[config.mk]
export PLATFORM = sky130hd
export DESIGN_NAME = icb_rr_arbiter
export DESIGN_NICKNAME = d
export VERILOG_FILES = /design/src/rtl/icb_arb_pkg.sv /design/src/rtl/icb_arb_id_fifo.sv /design/src/rtl/icb_rr_arbiter.sv
export SDC_FILE = /design/constraint.sdc
export NUM_CORES = 1
export LEC_CHECK = 0
export BUFFER_PORTS_ARGS = -buffer_cell sky130_fd_sc_hd__buf_2
export CAP_MARGIN = 25
export CORE_AREA = 4 4 124 126
export CTS_BUF_LIST = sky130_fd_sc_hd__clkbuf_4
export DETAILED_ROUTE_END_ITERATION = 12
export DIE_AREA = 0 0 128 130
export PLACE_DENSITY_LB_ADDON = 0.2
export SYNTH_ARGS = -nofsm -noshare
export SYNTH_HDL_FRONTEND = slang
export SYNTH_SLANG_ARGS = --single-unit
[constraint.sdc]
create_clock -name clk -period 2.7 [get_ports clk]
set_input_delay 0.405 -clock clk [delete_from_list [all_inputs] [get_ports clk]]
set_output_delay 0.405 -clock clk [all_outputs]
set_load 0.03 [all_outputs]
[src/rtl/icb_arb_pkg.sv]
`default_nettype none
// ============================================================================
//  Module   : icb_arb_pkg
//  Purpose  : Shared types and default widths for the two-master ICB arbiter.
//             mid_t identifies the issuing master (0 = m0, 1 = m1).
//             The command/response structs bundle one ICB beat at the
//             default widths.
//  Revision : 1.0 - initial release
// ============================================================================
package icb_arb_pkg;

   localparam int ICB_ADDR_W = 32;
   localparam int ICB_DATA_W = 32;

   typedef logic mid_t;

   typedef struct packed {
      logic [ICB_ADDR_W-1:0]   addr;
      logic                    read;
      logic [ICB_DATA_W-1:0]   wdata;
      logic [ICB_DATA_W/8-1:0] wmask;
   } icb_cmd_t;

   typedef struct packed {
      logic [ICB_DATA_W-1:0] rdata;
      logic                  err;
   } icb_rsp_t;

endpackage : icb_arb_pkg
`default_nettype wire

[src/rtl/icb_arb_id_fifo.sv]
`default_nettype none
// ============================================================================
//  Module   : icb_arb_id_fifo
//  Purpose  : Synchronous FIFO of master IDs, one entry per accepted but
//             not yet answered command. The head tells the arbiter which
//             master owns the next response.
//  Ports    : clk, rst     - clock, asynchronous active-high reset
//             i_push       - write i_push_id (ignored when full)
//             i_pop        - drop the head entry (ignored when empty)
//             o_full       - MAX_OUTSTD entries held
//             o_empty      - no entries held
//             o_count      - current occupancy
//             o_head       - ID at the read pointer
//  Revision : 1.0 - initial release
// ============================================================================
module icb_arb_id_fifo
   import icb_arb_pkg::*;
#(
   parameter int MAX_OUTSTD = 4,
   parameter int CNT_W      = $clog2(MAX_OUTSTD) + 1
)(
   input  logic             clk,
   input  logic             rst,
   input  logic             i_push,
   input  mid_t             i_push_id,
   input  logic             i_pop,
   output logic             o_full,
   output logic             o_empty,
   output logic [CNT_W-1:0] o_count,
   output mid_t             o_head
);

   localparam int c_ptr_w = $clog2(MAX_OUTSTD);

   logic [MAX_OUTSTD-1:0] r_mem;
   logic [c_ptr_w-1:0]    r_wr_ptr;
   logic [c_ptr_w-1:0]    r_rd_ptr;
   logic [CNT_W-1:0]      r_count;
   logic                  w_push;
   logic                  w_pop;

   assign o_full  = (r_count == CNT_W'(MAX_OUTSTD));
   assign o_empty = (r_count == '0);
   assign o_count = r_count;
   assign o_head  = r_mem[r_rd_ptr];

   // Full is judged on the registered count, so a pop in the same cycle
   // does not open a slot for a push until the next cycle.
   assign w_push = i_push & ~o_full;
   assign w_pop  = i_pop  & ~o_empty;

   // Depth is a power of two, so the pointers wrap by natural overflow.
   always_ff @(posedge clk or posedge rst) begin
      if (rst) begin
         r_mem    <= '0;
         r_wr_ptr <= '0;
         r_rd_ptr <= '0;
         r_count  <= '0;
      end else begin
         if (w_push) begin
            r_mem[r_wr_ptr] <= i_push_id;
            r_wr_ptr        <= r_wr_ptr + 1'b1;
         end
         if (w_pop) begin
            r_rd_ptr <= r_rd_ptr + 1'b1;
         end
         case ({w_push, w_pop})
            2'b10:   r_count <= r_count + 1'b1;
            2'b01:   r_count <= r_count - 1'b1;
            default: r_count <= r_count;
         endcase
      end
   end

endmodule : icb_arb_id_fifo
`default_nettype wire

[src/rtl/icb_rr_arbiter.sv]
`default_nettype none
// ============================================================================
//  Module   : icb_rr_arbiter
//  Purpose  : Two-master ICB arbiter feeding a single ICB slave port.
//             Round-robin command arbitration with a grant lock that holds
//             a stalled command stable, and in-order response routing
//             through an ID FIFO. Both channels are purely combinational.
//  Ports    : clk, rst          - clock, asynchronous active-high reset
//             mN_cmd_*          - master N command channel (N = 0, 1)
//             mN_rsp_*          - master N response channel
//             s_cmd_*           - command channel to the bridge
//             s_rsp_*           - response channel from the bridge
//             outstd_cnt        - commands accepted but not yet answered
//  Revision : 1.0 - initial release
// ============================================================================
module icb_rr_arbiter
   import icb_arb_pkg::*;
#(
   parameter int ADDR_W     = ICB_ADDR_W,
   parameter int DATA_W     = ICB_DATA_W,
   parameter int MAX_OUTSTD = 4
)(
   input  logic                       clk,
   input  logic                       rst,
   // master 0
   input  logic                       m0_cmd_valid,
   output logic                       m0_cmd_ready,
   input  logic [ADDR_W-1:0]          m0_cmd_addr,
   input  logic                       m0_cmd_read,
   input  logic [DATA_W-1:0]          m0_cmd_wdata,
   input  logic [DATA_W/8-1:0]        m0_cmd_wmask,
   output logic                       m0_rsp_valid,
   input  logic                       m0_rsp_ready,
   output logic [DATA_W-1:0]          m0_rsp_rdata,
   output logic                       m0_rsp_err,
   // master 1
   input  logic                       m1_cmd_valid,
   output logic                       m1_cmd_ready,
   input  logic [ADDR_W-1:0]          m1_cmd_addr,
   input  logic                       m1_cmd_read,
   input  logic [DATA_W-1:0]          m1_cmd_wdata,
   input  logic [DATA_W/8-1:0]        m1_cmd_wmask,
   output logic                       m1_rsp_valid,
   input  logic                       m1_rsp_ready,
   output logic [DATA_W-1:0]          m1_rsp_rdata,
   output logic                       m1_rsp_err,
   // slave side
   output logic                       s_cmd_valid,
   input  logic                       s_cmd_ready,
   output logic [ADDR_W-1:0]          s_cmd_addr,
   output logic                       s_cmd_read,
   output logic [DATA_W-1:0]          s_cmd_wdata,
   output logic [DATA_W/8-1:0]        s_cmd_wmask,
   input  logic                       s_rsp_valid,
   output logic                       s_rsp_ready,
   input  logic [DATA_W-1:0]          s_rsp_rdata,
   input  logic                       s_rsp_err,
   // debug
   output logic [$clog2(MAX_OUTSTD):0] outstd_cnt
);

   localparam int c_cnt_w = $clog2(MAX_OUTSTD) + 1;

   mid_t               r_last_grant;
   logic               r_lock;
   mid_t               r_lock_id;

   mid_t               w_grant;
   logic               w_fifo_full;
   logic               w_fifo_empty;
   mid_t               w_head;
   logic [c_cnt_w-1:0] w_count;
   logic               w_cmd_ok;
   logic               w_ready_ok;
   logic               w_rsp_ok;
   logic               w_cmd_hs;
   logic               w_rsp_hs;

   // ------------------------------------------------------------------
   // Grant selection. With nobody valid the choice is irrelevant; the
   // round-robin default keeps the logic minimal.
   // ------------------------------------------------------------------
   always_comb begin
      w_grant = ~r_last_grant;
      if (r_lock) begin
         w_grant = r_lock_id;
      end else if (m0_cmd_valid && !m1_cmd_valid) begin
         w_grant = 1'b0;
      end else if (m1_cmd_valid && !m0_cmd_valid) begin
         w_grant = 1'b1;
      end
   end

   // ------------------------------------------------------------------
   // Command channel. Reset also gates the handshake outputs so they
   // drop immediately on assertion, not at the next clock.
   // ------------------------------------------------------------------
   assign w_cmd_ok   = ~rst & ~w_fifo_full;
   assign w_ready_ok = w_cmd_ok & s_cmd_ready;

   assign s_cmd_valid  = w_cmd_ok & (w_grant ? m1_cmd_valid : m0_cmd_valid);
   assign s_cmd_addr   = w_grant ? m1_cmd_addr  : m0_cmd_addr;
   assign s_cmd_read   = w_grant ? m1_cmd_read  : m0_cmd_read;
   assign s_cmd_wdata  = w_grant ? m1_cmd_wdata : m0_cmd_wdata;
   assign s_cmd_wmask  = w_grant ? m1_cmd_wmask : m0_cmd_wmask;

   assign m0_cmd_ready = w_ready_ok & (w_grant == 1'b0);
   assign m1_cmd_ready = w_ready_ok & (w_grant == 1'b1);

   assign w_cmd_hs = s_cmd_valid & s_cmd_ready;

   // ------------------------------------------------------------------
   // Response channel: the FIFO head names the owner of the response.
   // With an empty FIFO any response is unsolicited and is not accepted.
   // ------------------------------------------------------------------
   assign w_rsp_ok = ~rst & ~w_fifo_empty;

   assign m0_rsp_valid = w_rsp_ok & s_rsp_valid & (w_head == 1'b0);
   assign m1_rsp_valid = w_rsp_ok & s_rsp_valid & (w_head == 1'b1);
   assign s_rsp_ready  = w_rsp_ok & (w_head ? m1_rsp_ready : m0_rsp_ready);

   assign m0_rsp_rdata = s_rsp_rdata;
   assign m0_rsp_err   = s_rsp_err;
   assign m1_rsp_rdata = s_rsp_rdata;
   assign m1_rsp_err   = s_rsp_err;

   assign w_rsp_hs = s_rsp_valid & s_rsp_ready;

   // ------------------------------------------------------------------
   // Round-robin history and grant lock. A presented-but-stalled command
   // freezes the grant so the downstream view cannot change under it.
   // ------------------------------------------------------------------
   always_ff @(posedge clk or posedge rst) begin
      if (rst) begin
         r_last_grant <= 1'b1;
         r_lock       <= 1'b0;
         r_lock_id    <= 1'b0;
      end else begin
         if (w_cmd_hs) begin
            r_last_grant <= w_grant;
            r_lock       <= 1'b0;
         end else if (s_cmd_valid && !s_cmd_ready) begin
            r_lock       <= 1'b1;
            r_lock_id    <= w_grant;
         end
      end
   end

   icb_arb_id_fifo #(
      .MAX_OUTSTD (MAX_OUTSTD),
      .CNT_W      (c_cnt_w)
   ) u_id_fifo (
      .clk       (clk),
      .rst       (rst),
      .i_push    (w_cmd_hs),
      .i_push_id (w_grant),
      .i_pop     (w_rsp_hs),
      .o_full    (w_fifo_full),
      .o_empty   (w_fifo_empty),
      .o_count   (w_count),
      .o_head    (w_head)
   );

   assign outstd_cnt = w_count;

endmodule : icb_rr_arbiter
`default_nettype wire

; ---- Word level (Yosys, flattened, before mapping)
; Index checks and enable logic that the tools add are counted.
[op_classes]
eq_ne = 3
addsub = 4
muxes = 17
n_lt_le_gt_ge = 3
bitwise_logic = 21
n_reduce_logical = 11
[ops]
columns = operator, count
row1 = 32-bit 2-to-1 mux, 2
row2 = 1-bit bitwise AND, 14
row3 = 1-bit 2-to-1 mux, 10
row4 = 1-bit NOT, 7
row5 = "2-bit by 3-bit < comparator with 1-bit output, second input constant", 2
row6 = 3-bit one-hot mux with 2 select lines, 1
row7 = "2-bit by 1-bit adder with 2-bit output, second input constant", 2
row8 = 4-bit bitwise mux, 1
row9 = 1-bit logical AND, 4
row10 = 4-bit 2-to-1 mux, 1
row11 = 2-bit nonzero test, 2
row12 = "3-bit by 1-bit adder with 3-bit output, second input constant", 1
row13 = "3-bit equality test, second input constant", 1
row14 = 1-bit zero test, 3
row15 = 3-bit zero test, 1
row16 = "3-bit by 1-bit subtractor with 3-bit output, second input constant", 1
row17 = 1-bit binary-select mux with 2-bit select, 1
row18 = 1-bit demux with 2-bit select, 1
row19 = "2-bit by 1-bit equality test with 1-bit output, second input constant", 1
row20 = "2-bit equality test, second input constant", 1
row21 = "2-bit by 1-bit >= comparator with 1-bit output, second input constant", 1
row22 = 2-bit AND reduction, 1
[totals]
reg_bits = 14
word_cells = 66
out_inout_bits = 144

; ---- Longest topological paths before layout
; Gate-level depths: netlist of the first run.
[logic_depth]
depth_word = 11
mapped_depth = 9
mapped_depth_nobuf = 9

; ---- Hierarchy
; From an unflattened synthesis of the first run, not the netlist that was laid out.
[unflattened]
cells_unflattened = 230
area_unflattened_um2 = 2224.6
[modules_own_cells]
columns = module, cells_each, area_each_um2, instances
row1 = icb_rr_arbiter, 175, 1615.3, 1
row2 = icb_arb_id_fifo, 55, 609.3, 1

; ---- Worst setup path before layout of the first run
; No wires, ideal clock.
[synth_path]
kind = register to register
startpoint = reg u_id_fifo.r_count[2] (netlist: u_id_fifo.o_count[2])
endpoint = reg u_id_fifo.r_count[2] (netlist: u_id_fifo.o_count[2])
t_arrival_ns = 2.403
setup_time_ns = 0.136
period_less_slack_ns = 2.539
slack_ns = 0.161
path_buffers = 0
path_stages_with_launch = 10
cell_sequence = dfrtp_1 nor3b_1 a2111oi_4 nand2_2 ha_1 inv_1 fa_1 xor2_1 nor2_1 xor2_1
[synth_via]
elab_chain_cells = 8
word_cells_on_any_way = 18
cone_classes = 2 x add/sub / 3 x eq/ne / 1 x mux / 10 x bitwise / 2 x reduce/logical
[synth_rtl]
columns = item, line
row1 = "start, declared", icb_arb_id_fifo.sv:38  ; logic [CNT_W-1:0] r_count;
row2 = "start signal, assigned", icb_arb_id_fifo.sv:68  ; 2'b10: r_count <= r_count + 1'b1;
row3 = "start signal, assigned", icb_arb_id_fifo.sv:69  ; 2'b01: r_count <= r_count - 1'b1;
row4 = "start signal, assigned", icb_arb_id_fifo.sv:70  ; default: r_count <= r_count;
row5 = 3-bit equality test *, icb_arb_id_fifo.sv:42  ; assign o_full = (r_count == CNT_W'(MAX_OUTSTD));
row6 = 1-bit NOT *, icb_rr_arbiter.sv:98  ; assign w_cmd_ok = ~rst & ~w_fifo_full;
row7 = 1-bit bitwise AND *, icb_rr_arbiter.sv:98
row8 = 1-bit bitwise AND *, icb_rr_arbiter.sv:101  ; assign s_cmd_valid = w_cmd_ok & (w_grant ? m1_cmd_valid : m0_cmd_valid);
row9 = net s_cmd_valid, icb_rr_arbiter.sv:48  ; output logic s_cmd_valid,
row10 = 1-bit bitwise AND *, icb_rr_arbiter.sv:110  ; assign w_cmd_hs = s_cmd_valid & s_cmd_ready;
row11 = 1-bit bitwise AND *, icb_arb_id_fifo.sv:49  ; assign w_push = i_push & ~o_full;
row12 = 2-bit by 1-bit equality test with 1-bit output / 2-bit equality test (equally long branches), icb_arb_id_fifo.sv:67  ; case ({w_push, w_pop})
row13 = 3-bit one-hot mux with 2 select lines / 2-bit nonzero test (equally long branches), n/a
; Mark *: on every way through the listed nets, which the timed path passes. The rest lies on a longest branch.
; A chain may end at the register's enable or synchronous reset.

; ---- Worst setup path after layout of the first run
[layout_path]
startpoint = reg r_last_grant
endpoint = out s_cmd_wdata[30]
[layout_via]
elab_chain_cells = 5
[layout_rtl]
columns = item, line
row1 = "start, declared", icb_rr_arbiter.sv:64  ; mid_t r_last_grant;
row2 = "start signal, assigned", icb_rr_arbiter.sv:140  ; r_last_grant <= w_grant;
row3 = 1-bit NOT, icb_rr_arbiter.sv:84  ; w_grant = ~r_last_grant;
row4 = 1-bit 2-to-1 mux, icb_rr_arbiter.sv:89  ; end else if (m1_cmd_valid && !m0_cmd_valid) begin
row5 = 1-bit 2-to-1 mux, icb_rr_arbiter.sv:87  ; end else if (m0_cmd_valid && !m1_cmd_valid) begin
row6 = 1-bit 2-to-1 mux, icb_rr_arbiter.sv:85  ; if (r_lock) begin
row7 = 32-bit 2-to-1 mux, icb_rr_arbiter.sv:104  ; assign s_cmd_wdata = w_grant ? m1_cmd_wdata : m0_cmd_wdata;
row8 = "end, declared", icb_rr_arbiter.sv:52  ; output logic [DATA_W-1:0] s_cmd_wdata,
; Every way passes these cells.

==> results of run 1 <==
repair_timing:
| item | CTS | global route |
|---|---|---|
| hold buffers | 0 | 0 |
| endpoints found under the setup margin | 0 | 1 |
| gates resized for setup | 0 | 1 |
| hold endpoints to repair | 0 | 0 |
layout by cell type, fill, tap and decap left out, drive strengths merged:
cell type	count
a2111oi	1
a32o	1
and2	1
buf	228
clkbuf	3
clkinv	1
dfrtp	13
dfstp	1
fa	1
ha	5
inv	7
maj3	1
mux2	75
mux2i	3
mux4	1
nand2	3
nand3	5
nor2	5
nor2b	3
nor3b	3
o21a	1
o21ai	1
or3	1
xnor2	2
xor2	4
worst min-delay path by stage:
stage	startpoint	to	cells after the start
finish	rst	u_id_fifo.r_wr_ptr[0]	3
global route	rst	u_id_fifo.o_count[1]	3
CTS	rst	u_id_fifo.r_mem[0]	3
detailed placement	u_id_fifo.r_rd_ptr[1]	u_id_fifo.r_rd_ptr[1]	1
global placement	u_id_fifo.r_rd_ptr[1]	u_id_fifo.r_rd_ptr[1]	1
floorplan	rst	r_lock	1
layer usage:
metal | up-vias | global-route usage (%) | wire length (um)
met5 | - | 0 | 0
met4 | 0 | 1.685 | 61
met3 | 8 | 5.035 | 1369
met2 | 152 | 14.39 | 4294
met1 | 893 | 10.50 | 3076
li1 | 977 | - | -
sequential cells by signal, indices dropped and copies added (netlist names):
name / count
r_lock_id: 1
u_id_fifo.r_rd_ptr: 2
r_lock: 1
r_last_grant: 1
u_id_fifo.o_count: 3
u_id_fifo.r_mem: 4
u_id_fifo.r_wr_ptr: 2
per-stage QoR:
stage          cell area, sq um  hold WS, ps  setup slack (ps)  utilization (%)  instances
6_report                   3022        247.6             87.13            21.11        554
5_1_grt                    3022        283.9             10.25            21.11        554
4_1_cts                    3019        263.5             68.84            21.09        554
3_5_place_dp               2993        472.9             179.0            20.91        550
3_3_place_gp               2993        471.0             205.5            20.91        550
2_1_floorplan              2142        309.9             160.9                -        212
synthesized netlist by cell type (2+ instances only):
| cell type | number |
|---|---|
| sky130_fd_sc_hd__nand2_1 | 2 |
| sky130_fd_sc_hd__buf_4 | 68 |
| sky130_fd_sc_hd__buf_2 | 4 |
| sky130_fd_sc_hd__buf_6 | 2 |
| sky130_fd_sc_hd__mux2i_1 | 3 |
| sky130_fd_sc_hd__xnor2_1 | 2 |
| sky130_fd_sc_hd__mux2_1 | 27 |
| sky130_fd_sc_hd__nor3b_1 | 3 |
| sky130_fd_sc_hd__nor2_1 | 5 |
| sky130_fd_sc_hd__xor2_1 | 4 |
| sky130_fd_sc_hd__mux2_2 | 47 |
| sky130_fd_sc_hd__nor2b_1 | 3 |
| sky130_fd_sc_hd__nand3_1 | 5 |
| sky130_fd_sc_hd__ha_1 | 5 |
| sky130_fd_sc_hd__dfrtp_1 | 13 |
| sky130_fd_sc_hd__inv_1 | 7 |
worst max-delay path, cell delays in order (launching register included):
cell,delay [ps]
sky130_fd_sc_hd__dfstp_2,380
sky130_fd_sc_hd__maj3_1,380
sky130_fd_sc_hd__o21ai_4,160
sky130_fd_sc_hd__buf_12,330
sky130_fd_sc_hd__mux2_2,410
sky130_fd_sc_hd__buf_2,180
final cells by class:
| type | count | area [sq um] |
|---|---|---|
| fill | 1623 | 11290 |
| multi-input combinational | 117 | 1221 |
| timing repair buffer | 228 | 1166 |
| sequential | 14 | 351.6 |
| tap | 184 | 230.2 |
| inverter | 7 | 26.28 |
| clock buffer | 3 | 22.52 |
| clock inverter | 1 | 3.754 |
where the power goes:
part | internal (mW) | switching [mW]
Sequential | 0.321 | 0.101
Combinational | 1.07 | 1.69
Clock | 0.0535 | 0.0710
logic make-up after synthesis:
| family | synth area share [%] |
|---|---|
| multiplexers | 42.06 |
| XOR/XNOR | 2.453 |
| AO/OA/AOI/OAI | 2.512 |
| adder cells (fa/ha/maj) | 4.322 |
| AND/OR/NAND/NOR | 5.199 |
| flip-flops | 16.41 |
| buffers and inverters | 27.04 |
==> results.md, run 1 <==
STA:
- Setup violations remaining at the end of the flow were counted as 0.
- At the pin with the least slew margin, the transition time is 430.8 ps.
- The number of hold-slack violations in the final timing report came to 0.
- The achievable frequency is 382.7 MHz.
- The setup TNS after final layout is 0 ps.
- The headroom to the max-slew limit is 71.28%.
- Setup repair after global routing left no endpoint under its margin.
- The final number of max-transition violations came to 0.
- After layout, the worst path uses 96.77% of the clock period.
- The post-route clock skew is 5.954 ps.
- Counting I/O delays and the setup requirement, the final critical path takes 2613 ps.

CTS:
- The CTS H-tree depth is 1.
- TritonCTS built the clock tree.
- The clock net in this run drives a total of 14 sinks.
- The clock reaches the later pin of the worst-skew pair after 280 ps.
- The clock tree root buffer cell is sky130_fd_sc_hd__clkbuf_4.
- The deepest clock path buffer count is 2.
- The number of clock buffers inserted by TritonCTS is 3.
- After clock tree synthesis, the clock-pin slew on the worst setup and hold paths is 90 ps.
- The post-CTS setup buffer count is 0.

Critical path:
- The reg-to-reg setup timing slack is 250 ps.
- The critical path required time is 2300 ps.
- The beginning of the critical path is r_last_grant.
- The worst setup path is of the flip-flop to output port kind.
- The end of the worst register-to-register path is u_id_fifo.o_count[2].
- Of all nets on the critical path, the largest fanout is 77.
- In this run the worst setup path terminates at s_cmd_wdata[30].
- The worst setup path is captured at an output port.
- For the worst setup path, the data arrival time is 2210 ps.
- Measured in cells, the most critical reg-to-reg path has a length of 9.
- STA classifies the critical path startpoint as a flip-flop.
- The startpoint of the most critical register-to-register path is u_id_fifo.r_rd_ptr[0].

Finish:
- Relative to the synthesized area, the layout overhead comes to 41.06%.
- The fraction of final layout cells sized beyond drive strength 1 is 77.03%.
- The number of antenna diodes is 0.
- The net count of the finished layout is 556.

Logic synthesis:
- The total nets after synthesis is 397.
- The fraction of registers with async set/reset is 100.0%.
- The most instantiated flip-flop cell in the synthesis netlist is sky130_fd_sc_hd__dfrtp_1.
- The gate count of the mapped netlist is 212.
- The top-area cell type share of the netlist area is 24.71%.
- In this run the cell area of the synthesized design comes to 2142 sq um.
- The mean instance size in the synthesized netlist is 10.10 sq um.
- The dominant cell type by area after synthesis is sky130_fd_sc_hd__mux2_2.
- Sorting the synthesized cells by area gives the leading types as sky130_fd_sc_hd__mux2_2, sky130_fd_sc_hd__buf_4, sky130_fd_sc_hd__dfrtp_1, sky130_fd_sc_hd__mux2_1, sky130_fd_sc_hd__ha_1.
- Sequential elements use 16.41% of the synthesized area.
- The synthesis-stage register bit count is 14.
- Yosys mapped the design onto 28 distinct sky130hd cell types.
- The number of warnings issued by yosys is 0.
- The number of enable-type register cells in the synthesized netlist is 0.

Route:
- For this block, the via count after detailed routing is 2030.
- After detailed routing, the total wire length is 8.801 mm.
- The antenna violation net count after detailed routing is 0.
- The iteration count of the initial detailed-routing pass is 4.
- Dividing the detail-routed via count by the number of cells gives 3.664.
- The per-cell routed wire length is 15.89 um.
- The number of violations reported at the end of detailed-routing iteration 0 is 34.
- The number of remaining DRC errors is 0.

Worst hold path:
- The class of the tightest hold or removal check is input pin to async pin.

GRT:
- Global routing used 8.920% of the available tracks across all layers.
- The global-route wire length before repair is 11.52 mm.
- For this run the aggregate overflow at the end of global routing stands at 0.
- The pin count of the biggest net entering global routing is 78.
- The initial antenna violation count came to 0.
- The via count of the first global-routing pass was 1936.

Floorplan:
- The die outline height is 130 um.
- The horizontal extent of the die is 128 um.
- The area inside the core boundary is 14310 sq um.
- Pin placement for this block handled 323 I/O pins.
- The number of core rows is 44.
- Once the floorplan was initialized, standard cells occupied 14.97% of the core.
- The die area is 16640 sq um.

Power and ir drop:
- The worst supply voltage drop on vdd is 0.5398 mV.
- The leakage power of the design is 1.574 nW.
- For this design the ratio of total power to cell area is 1093 nW/um^2.
- Summing internal, switching and leakage power gives 3.302 mW.

Placed design:
- Summed over all nets, the half-perimeter wirelength after detailed placement is 7.842 mm.
- The final estimated routing congestion in global placement is 0.7617.
- The count of buffers added on input and output ports is 223.

Outcome:
- The flow ran to the end, and the final reports show no timing, DRC or antenna violations.

Flow run:
- Across the run, the number of max-cap violations was 0.
No activity file was read; power rests on OpenSTA's default activity.
==> run 2, diff against run 1 <==
- PLACE_DENSITY: not set -> 0.57
- PLACE_DENSITY_LB_ADDON: 0.2 -> not set
==> run 2 against run 1 <==
Combinational power increased by 5%; sequential power up 1%; non-clock buffer count is 6 higher; final cell count grew 1.1%; flip-flop and latch count unchanged; first-iteration DRC count increased by 24%; critical path depth is 1 higher; die area stayed put; clock power fell by 3%; sequential share of layout area is 0.25 points lower; critical path type unchanged; largest cell class is now non-clock buffers; highest routed layer unchanged.
==> results.md, run 2 (same netlist as run 1, synthesis figures left out) <==
Finish:
- Registers take 351.6 sq um.
- The register with the most flip-flops in the layout has 4 of them.
- Ranked by flip-flop count, first place goes to u_id_fifo.r_mem.
- The number of antenna diodes in the final layout is 0.
- The most common library cell in the layout ignoring fill and taps is sky130_fd_sc_hd__buf_2.
- The final-layout fill cell count is 1624.
- In the final layout, the share of cells above drive strength 1 is 77.13%.
- The area added between synthesis and finish is 44.22%.
- In the final design database the tool counted 562 nets.
- Leaving out fill and tap cells, the most frequent cells in the layout are sky130_fd_sc_hd__buf_2, sky130_fd_sc_hd__mux2_2, sky130_fd_sc_hd__mux2_1.
- The multi-input gate area in the final layout is 1219 sq um.
- For this run, the share of the core covered by cells in the final layout is 21.58%.

Critical path:
- The slowest stage of the critical path belongs to the cell sky130_fd_sc_hd__maj3_1.
- The reg-to-reg setup timing slack is 270 ps.
- The maximum fanout along the worst path is 31.
- Walking the worst path, the cells encountered are maj3_1 -> o21ai_4 -> buf_12 -> buf_12 -> mux2_2 -> buf_2.
- The arrival time at the worst endpoint is 2160 ps.
- STA classifies the critical path startpoint as a flip-flop.
- The worst setup path is captured at an output port.
- The cell occurring most often along the worst timing path is sky130_fd_sc_hd__buf_12.
- For this run, the slowest stage of the critical path takes 390 ps.
- The worst setup path is of the flip-flop to output port kind.
- At the worst endpoint, the required time is 2300 ps.

CTS:
- The CTS tree is built.
- Hold repair after CTS inserted 0 buffers.
- The clock tree root buffer cell is sky130_fd_sc_hd__clkbuf_4.
- Once the clock tree was built, the resizer swapped 0 gates to a different size.
- The deepest clock path buffer count is 2.
- Clock-pin slew was measured on the worst setup and hold paths at 90 ps.
- Buffers inserted during clock tree synthesis total 3.
- Post-CTS timing repair inserted 0 buffers for setup.
- The clock insertion delay at the later pin of the skew report is 280 ps.
- CTS built an H-tree with a depth of 1.
- The clock sink total is 14.

Floorplan:
- The number of core rows is 44.
- The die is 128 um wide.
- The die covers 16640 sq um.
- The area inside the core boundary is 14310 sq um.
- For this configuration, the core starts out at a cell density of 14.97%.
- The die outline height is 130 um.
- The count of boundary I/O pins is 323.

Route:
- In the final routed layout, each cell accounts on average for 17.10 um.
- The first detailed-routing pass ran for 4 iterations.
- After the first detailed-routing iteration, the DRC count stood at 42.
- Wires add up to 9.574 mm.
- Once detail routing completed, the nets flagged for antenna violations numbered 0.
- The vias after detailed routing is 2046.
- In the routed design, unresolved DRC markers number 0.
- After detailed routing, the number of vias per cell comes to 3.654.

STA:
- The post-route fraction of the period consumed by the critical path is 95.00%.
- The setup TNS after final layout is 0 ps.
- The final-layout worst hold slack is 242.5 ps.
- The post-route clock skew is 8.104 ps.
- The achievable frequency is 389.9 MHz.
- The worst-margin pin slew is 534.0 ps.
- Setup repair after global routing left no endpoint under its margin.
- Setup violations remaining at the end of the flow were counted as 0.
- The number of hold-slack violations in the final timing report is 0.
- The least setup slack across all paths after layout is 134.9 ps.
- The final critical-path required period is 2565 ps.
- The worst pin sits at a relative slew slack of 64.40%.
- The final number of max-transition violations is 0.

GRT:
- After global routing the overflow that remains totals 0.
- The global-route total usage across every layer is 9.483%.
- The initial antenna violation count was 1.
- The global-route wire length before repair is 11.63 mm.
- The via count of the first global-routing pass is 1832.
- Entering global routing, the biggest net connects 32 pins.

Worst hold path:
- The class of the tightest hold or removal check is input pin to async pin.

Placed design:
- At the placement stage, the worst setup path has a slack of 238.6 ps.
- At the end of routability-driven placement, the weighted congestion stood at 0.6704.
- The half-perimeter wire length of the detailed placement result is 8.818 mm.
- The count of port buffers added during placement is 223.

Outcome:
- The flow ran to the end, and the final reports show no timing, DRC or antenna violations.

Flow run:
- Max-cap violations in this run came to 0.

Power and ir drop:
- The worst supply voltage drop on vdd is 0.4055 mV.
- In this run the power density over the cells is 1120 nW/um^2.
- The analysis attributes to cell leakage a power of 1.612 nW.
run 2: cell types whose count changed in the layout (fill, tap and decap cells not counted), sizes merged:
cell and change:
buf +6
run 2: final timing paths:
check,from,to,cells past startpoint
setup / recovery,r_last_grant,s_cmd_addr[8],6
hold / removal,rst,u_id_fifo.r_mem[0],3
setup reg to reg,u_id_fifo.r_rd_ptr[0],u_id_fifo.o_count[2],9
hold reg to reg,u_id_fifo.r_rd_ptr[1],u_id_fifo.r_rd_ptr[1],1
max in group asynchronous,rst,r_last_grant,3
min in group clk,m1_cmd_valid,r_last_grant,2
run 2: cell type report:
cell class              count  area share [%]
multi-input cells         117           39.45
clock inverters             1          0.1215
flip-flops and latches     14           11.38
repair buffers            234           40.02
inverters                   7          0.8505
well taps                 184           7.452
clock buffers               3          0.7290
run 2: metal layers:
| metal | track usage (%) | vias up | part of all wire [%] |
|---|---|---|---|
| li1 | - | 992 | - |
| met1 | 10.54 | 903 | 34 |
| met2 | 14.17 | 129 | 46 |
| met3 | 7.573 | 22 | 19 |
| met4 | 2.247 | 0 | 1.6 |
| met5 | 0 | - | 0 |
run 2: power breakdown:
group	switching, mW	leakage, nW	internal (mW)
Clock	0.0680	0.0154	0.0535
Combinational	1.71	1.43	1.20
Sequential	0.106	0.167	0.321
run 2: stage by stage:
step / area (sq um) / std cells / power, mW
after floorplan: 2142 / 212 / 2.691
after global placement: 3063 / 556 / 3.360
after detailed placement: 3063 / 556 / 3.376
after CTS: 3089 / 560 / 3.510
after global routing: 3089 / 560 / 3.671
final: 3089 / 560 / 3.460
run 2: worst max-delay path, delay by kind of cell (launching register included):
kind                     cells  cell delay [ps]
buffers and inverters        3              570
flip-flops                   1              380
adder cells (fa/ha/maj)      1              390
AO/OA/AOI/OAI                1              160
multiplexers                 1              370
